### config.mk
export PLATFORM = sky130hd
export DESIGN_NAME = usb_tx_line_driver
export DESIGN_NICKNAME = d
export VERILOG_FILES = /design/src/rtl/usb_line_pkg.sv /design/src/rtl/usb_nrzi_stuffer.sv /design/src/rtl/usb_tx_line_driver.sv
export SDC_FILE = /design/constraint.sdc
export NUM_CORES = 1
export LEC_CHECK = 0
export BUFFER_PORTS_ARGS = -buffer_cell sky130_fd_sc_hd__buf_2
export CORE_AREA = 3 3 40 42
export DETAILED_ROUTE_END_ITERATION = 12
export DIE_AREA = 0 0 43 45
export HOLD_SLACK_MARGIN = 0.08
export PLACE_DENSITY = 0.72
export SETUP_SLACK_MARGIN = 0.02
export SYNTH_ARGS = -nofsm -noshare
export SYNTH_HDL_FRONTEND = slang
export SYNTH_SLANG_ARGS = --single-unit
### constraint.sdc
create_clock -name useClk -period 1.94 [get_ports useClk]
set_input_delay 0.097 -clock useClk [delete_from_list [all_inputs] [get_ports useClk]]
set_output_delay 0.097 -clock useClk [all_outputs]
set_load 0.03 [all_outputs]
### src/rtl/usb_line_pkg.sv
// Shared definitions for the USB transmit line stage.
// - Line-level encodings {D+, D-} for J, K and SE0 at full and low speed.
// - PID constants used by the upstream handshake generators.
// - Transmit FSM state enum and the default bit-stuffing limit.
package usb_line_pkg;

  // {dPlus, dMinus}
  localparam logic [1:0] LineJFs = 2'b10;
  localparam logic [1:0] LineKFs = 2'b01;
  localparam logic [1:0] LineJLs = 2'b01;
  localparam logic [1:0] LineKLs = 2'b10;
  localparam logic [1:0] LineSe0 = 2'b00;

  localparam logic [7:0] PidNak = 8'h5A;
  localparam logic [7:0] PidAck = 8'hD2;

  localparam int unsigned StuffLimitDefault = 6;

  typedef enum logic [1:0] {
    StIdle,
    StData,
    StEopSe0,
    StEopJ
  } tx_state_e;

  function automatic logic [1:0] line_j(logic low_speed);
    return low_speed ? LineJLs : LineJFs;
  endfunction

  function automatic logic [1:0] line_k(logic low_speed);
    return low_speed ? LineKLs : LineKFs;
  endfunction

endpackage

### src/rtl/usb_nrzi_stuffer.sv
// NRZI line-level register plus consecutive-ones counter for bit stuffing.
// Ports:
//   clk_i, rst_ni  clock and asynchronous active-low reset
//   strobe_i       bit-time strobe; nothing changes without it
//   start_i        encode bit_i starting from J (first bit of a packet)
//   enc_i          encode bit_i from the current level
//   stuff_i        insert a stuffed 0 (toggle) and clear the ones run
//   bit_i          raw bit to encode
//   level_j_o      1 = line at J, 0 = line at K
//   stuff_due_o    ones run has reached the stuffing limit
module usb_nrzi_stuffer #(
  parameter int unsigned StuffLimit = 6
) (
  input  logic clk_i,
  input  logic rst_ni,
  input  logic strobe_i,
  input  logic start_i,
  input  logic enc_i,
  input  logic stuff_i,
  input  logic bit_i,
  output logic level_j_o,
  output logic stuff_due_o
);

  localparam int unsigned CntW = $clog2(StuffLimit + 1);

  logic            level_q, level_d;
  logic [CntW-1:0] ones_q, ones_d;

  assign stuff_due_o = (ones_q == CntW'(StuffLimit));
  assign level_j_o   = level_q;

  always_comb begin
    level_d = level_q;
    ones_d  = ones_q;
    if (strobe_i) begin
      if (start_i) begin
        // From J: a 1 holds J, a 0 toggles to K.
        level_d = bit_i;
        ones_d  = bit_i ? CntW'(1) : '0;
      end else if (stuff_i) begin
        level_d = ~level_q;
        ones_d  = '0;
      end else if (enc_i) begin
        level_d = bit_i ? level_q : ~level_q;
        if (!bit_i) begin
          ones_d = '0;
        end else if (!stuff_due_o) begin
          ones_d = ones_q + 1'b1;
        end
      end else begin
        // Outside a packet the level parks at J with no partial run.
        level_d = 1'b1;
        ones_d  = '0;
      end
    end
  end

  always_ff @(posedge clk_i or negedge rst_ni) begin
    if (!rst_ni) begin
      level_q <= 1'b1;
      ones_q  <= '0;
    end else begin
      level_q <= level_d;
      ones_q  <= ones_d;
    end
  end

endmodule

### src/rtl/usb_tx_line_driver.sv
// USB transmit line stage: NRZI encoding, bit stuffing and EOP generation.
// Ports:
//   useClk, nReset  clock and asynchronous active-low reset
//   checkData       one-cycle bit-time strobe shared with upstream generators
//   txBit           raw LSB-first bit from upstream
//   txOE            upstream packet-active flag
//   callEop         upstream EOP request (edge-armed, one EOP per assertion)
//   stuffStall      upstream must not advance while high
//   dPlus, dMinus   line levels toward the pads
//   oeLine          pad output enable
//   txBusy          FSM is outside IDLE
module usb_tx_line_driver
  import usb_line_pkg::*;
#(
  parameter int unsigned LOW_SPEED    = 0,
  parameter int unsigned STUFF_LIMIT  = StuffLimitDefault,
  parameter int unsigned EOP_SE0_BITS = 2
) (
  input  logic useClk,
  input  logic nReset,
  input  logic checkData,
  input  logic txBit,
  input  logic txOE,
  input  logic callEop,
  output logic stuffStall,
  output logic dPlus,
  output logic dMinus,
  output logic oeLine,
  output logic txBusy
);

  localparam int unsigned EopW = $clog2(EOP_SE0_BITS + 1);
  localparam logic [1:0]  JLvl = line_j(LOW_SPEED != 0);
  localparam logic [1:0]  KLvl = line_k(LOW_SPEED != 0);

  tx_state_e       state_q, state_d;
  logic [EopW-1:0] eop_cnt_q, eop_cnt_d;
  logic            eop_seen_q, eop_seen_d;

  logic start, enc, stuff;
  logic level_j, stuff_due;
  logic [1:0] line_lvl;

  usb_nrzi_stuffer #(
    .StuffLimit (STUFF_LIMIT)
  ) u_nrzi_stuffer (
    .clk_i       (useClk),
    .rst_ni      (nReset),
    .strobe_i    (checkData),
    .start_i     (start),
    .enc_i       (enc),
    .stuff_i     (stuff),
    .bit_i       (txBit),
    .level_j_o   (level_j),
    .stuff_due_o (stuff_due)
  );

  assign stuffStall = (state_q == StData) && stuff_due;
  assign txBusy     = (state_q != StIdle);

  always_comb begin
    state_d    = state_q;
    eop_cnt_d  = eop_cnt_q;
    eop_seen_d = eop_seen_q;
    start      = 1'b0;
    enc        = 1'b0;
    stuff      = 1'b0;
    if (checkData) begin
      if (!callEop) begin
        eop_seen_d = 1'b0;
      end
      unique case (state_q)
        StIdle: begin
          // A stale callEop must not open a packet.
          if (txOE && !callEop) begin
            start   = 1'b1;
            state_d = StData;
          end
        end
        StData: begin
          if (callEop && !eop_seen_q) begin
            state_d    = StEopSe0;
            eop_cnt_d  = EopW'(1);
            eop_seen_d = 1'b1;
          end else if (!txOE) begin
            state_d = StIdle;
          end else if (stuff_due) begin
            // txBit stays unconsumed; upstream is held by stuffStall.
            stuff = 1'b1;
          end else begin
            enc = 1'b1;
          end
        end
        StEopSe0: begin
          if (eop_cnt_q == EopW'(EOP_SE0_BITS)) begin
            state_d = StEopJ;
          end else begin
            eop_cnt_d = eop_cnt_q + 1'b1;
          end
        end
        StEopJ: begin
          state_d = StIdle;
        end
        default: begin
          state_d = StIdle;
        end
      endcase
    end
  end

  // Line outputs decode from registered state only, so reset drives J/oe=0 at once.
  always_comb begin
    line_lvl = JLvl;
    oeLine   = 1'b0;
    unique case (state_q)
      StIdle: begin
        line_lvl = JLvl;
        oeLine   = 1'b0;
      end
      StData: begin
        line_lvl = level_j ? JLvl : KLvl;
        oeLine   = 1'b1;
      end
      StEopSe0: begin
        line_lvl = LineSe0;
        oeLine   = 1'b1;
      end
      StEopJ: begin
        line_lvl = JLvl;
        oeLine   = 1'b1;
      end
      default: begin
        line_lvl = JLvl;
        oeLine   = 1'b0;
      end
    endcase
  end

  assign dPlus  = line_lvl[1];
  assign dMinus = line_lvl[0];

  always_ff @(posedge useClk or negedge nReset) begin
    if (!nReset) begin
      state_q    <= StIdle;
      eop_cnt_q  <= '0;
      eop_seen_q <= 1'b0;
    end else begin
      state_q    <= state_d;
      eop_cnt_q  <= eop_cnt_d;
      eop_seen_q <= eop_seen_d;
    end
  end

endmodule

==> run_results.csv <==
group,metric,value,unit
run_status,status,"finished clean",
routing,vias,575,
setup_path,arrival,2.02,ns
clocking,post_cts_resized,0,
routing,drt-initial-drc-count,8,
cells_and_area,n_antenna_cell,0,
logic_synthesis,synthMuxAreaShare,1.52,%
sta,fin_skew,0.000730,ns
logic_synthesis,synth_xor_area_share,0,%
logic_synthesis,syn_nets,89,
clocking,root_buffer,"clkbuf_4",
placed_design,dp_hpwl,1.05,mm
routing,first_pass_iters,4,
routing,routedWlPerCell,13.0,µm
die,fp-row-count,13,
logic_synthesis,synthAdderAreaFrac,15.2,%
placed_design,numPortBuffers,10,
sta,setup_tns,0,ns
sta,rsz0062_at_grt,"no",
setup_path,critPathLaunchType,"register",
clocking,numCtsBuffers,3,
logic_synthesis,synth_cell_type_count,30,
logic_synthesis,synth.largest_area_cell,"dfrtp_1",
pwr,p_sw,447,µW
logic_synthesis,synth_ff_type,"dfrtp_1",
logic_synthesis,synth_compound_area_share,19.2,%
logic_synthesis,async_flop_share,100,%
grt,grt_max_degree,12,
logic_synthesis,synth.avg_cell_area,8.76,µm²
routing,antenna_left,0,
cells_and_area,n_fill_cell,119,
routing,drc,0,
routing,wirelength,1.38,mm
cells_and_area,area_delta_synth_final,16.6,%
setup_path,crit_fanout,5,
die,start_util,51.1,%
sta,relSlewSlack,63.3,%
sta,period_minus_slack,1.82,ns
setup_path,cp.required,2.14,ns
clocking,cts_tree,"done",
logic_synthesis,synth_top_area_share,30.5,%
worst_hold_path,hp-class,"in2reg",
sta,fmax,550,MHz
sta,setup_violations,0,
cells_and_area,nets,106,
cells_and_area,final_common_cell,"inv_1",
logic_synthesis,ys_top_cells_by_area,"dfrtp_1, ha_1, inv_1, a21oi_1, dfstp_2",
placed_design,gp_congestion,0.771,
grt,grt_pass1_vias,539,
die,die_h,45,µm
die,die_x,43,µm
logic_synthesis,syn-cell-area,657,µm²
grt,antenna_found_initial,0,
sta,tightestPinTransition,0.537,ns
logic_synthesis,synth-simple-area-share,20.4,%
pwr,swShare,45.5,%
run,maxCapViolCount,0,
die,fp.dieArea,1940,µm²
cells_and_area,final_cell_mix,"inv_1, buf_2, ha_1, dfrtp_1, a21oi_1",
pwr,ir_drop,0.663,mV
cells_and_area,layout-drive-gt1-share,22.0,%
sta,hold_viol,0,
pwr,power,982,µW
setup_path,cp-end-kind,"register",
logic_synthesis,ys_seq_area_share,34.5,%
sta,slew_violations,0,
clocking,clock_path_buffers,2,
pwr,p_clk_share,15.1,%
logic_synthesis,synth_cells,75,
pwr,p_per_area,1280,nW/µm²
die,core_area,1280,µm²
clocking,clk-insertion-delay-late,0.26,ns
logic_synthesis,yosysWarnings,0,
clocking,clkTransAtPathRegs,0.07,ns
clocking,cts.htree.levels,1,
logic_synthesis,synth_edf_count,0,
grt,grt_pass1_wl,2.37,mm
sta,min_period_over_period,93.8,%
die,ios,11,
pwr,power.leakage,0.399,nW
clocking,clkSinkCount,9,
pwr,sequentialPowerShare,28.6,%
logic_synthesis,synth_top_family_by_area,"simple AND/OR/NAND/NOR gates",
logic_synthesis,synth_seq_cells,9,
pwr,comb_power_share,56.3,%
pwr,p_int,535,µW
grt,grt_overflow,0,
setup_path,critical_path_class,"reg2reg",
routing,viasPerCell,5.42,
grt,grtUsageTotal,16.5,%
## through the flow
stage / hold WS [ns] / worst slack (ns) / utilization (%) / cell area, µm² / std cells
after floorplan: -0.199 / 0.0907 / - / 657 / 75
after global placement: -0.0347 / 0.116 / 56.2 / 722 / 100
after detailed placement: -0.0344 / 0.0832 / 56.2 / 722 / 100
after CTS: 0.110 / 0.0685 / 59.0 / 758 / 105
after global routing: 0.115 / 0.0225 / 59.6 / 766 / 106
final: 0.114 / 0.121 / 59.6 / 766 / 106
## cell usage after synthesis, types with 2 or more instances
master and n:
a21oi_1 6, dfrtp_1 8, nor3_1 4, nand2_1 5, ha_1 8, a21o_1 2, o22ai_1 2, nand3_1 3
nor2_1 4, a31oi_1 2, inv_1 11, o21ai_0 2
## layout make-up
type,instances,area [µm²],share of cell area (%)
repair buffers,14,82.6,10.8
inverters,11,41.3,5.39
clock buffers,4,26.3,3.43
multi-input cells,53,370,48.4
well taps,15,18.8,2.45
flip-flops and latches,9,226,29.6
## power groups by stage
stage,Clock (mW),Combinational [mW],Sequential (mW)
floorplan,0,0.405,0.277
CTS,0.154,0.537,0.284
finish,0.148,0.553,0.281
detailed placement,0,0.532,0.288
global route,0.169,0.624,0.286
global placement,0,0.517,0.286
## worst max-delay path, stage by stage (launching register included)
cell and delay, ns:
dfrtp_1 0.38, inv_1 0.11, ha_1 0.25, and3b_1 0.23, or4b_4 0.50, nor3_1 0.20, a21o_1 0.10
## metal layers
metal  vias up  GRT usage, %  wire [µm]  part of all wire (%)
met3         2          3.98         73                   5.3
met5         -             0          0                     0
met1       261          19.5        631                    46
met2        14          28.1        656                    48
met4         0          7.83         12                  0.87
li1        298             -          -                     -
## worst paths after layout
path	from	endpoint	slack, ns	cells after the start
setup reg to reg	register	u_nrzi_stuffer.ones_q[2]	0.12	6
hold / removal	callEop	eop_seen_q	0.11	3
setup / recovery	register	u_nrzi_stuffer.ones_q[2]	0.12	6
min in group asynchronous	nReset	u_nrzi_stuffer.ones_q[0]	0.23	2
max in group asynchronous	nReset	u_nrzi_stuffer.level_j_o	1.47	2
hold reg to reg	eop_cnt_q[0]	eop_cnt_q[0]	0.48	1
## kinds of logic (layout without fill, tap and decap cells)
| kind of cell | Yosys count | in the layout |
|---|---|---|
| flops | 9 | 9 |
| compound gates | 20 | 20 |
| simple gates | 24 | 24 |
| fa+ha+maj | 8 | 8 |
| buf+inv | 13 | 29 |
| mux | 1 | 1 |
## repair_timing
action / in CTS / in global routing
setup buffers: 0 / 1
setup endpoints to repair: 0 / 2
hold buffers: 1 / 0
hold endpoints to repair: 9 / 0
No activity file was read; power rests on OpenSTA's default activity.
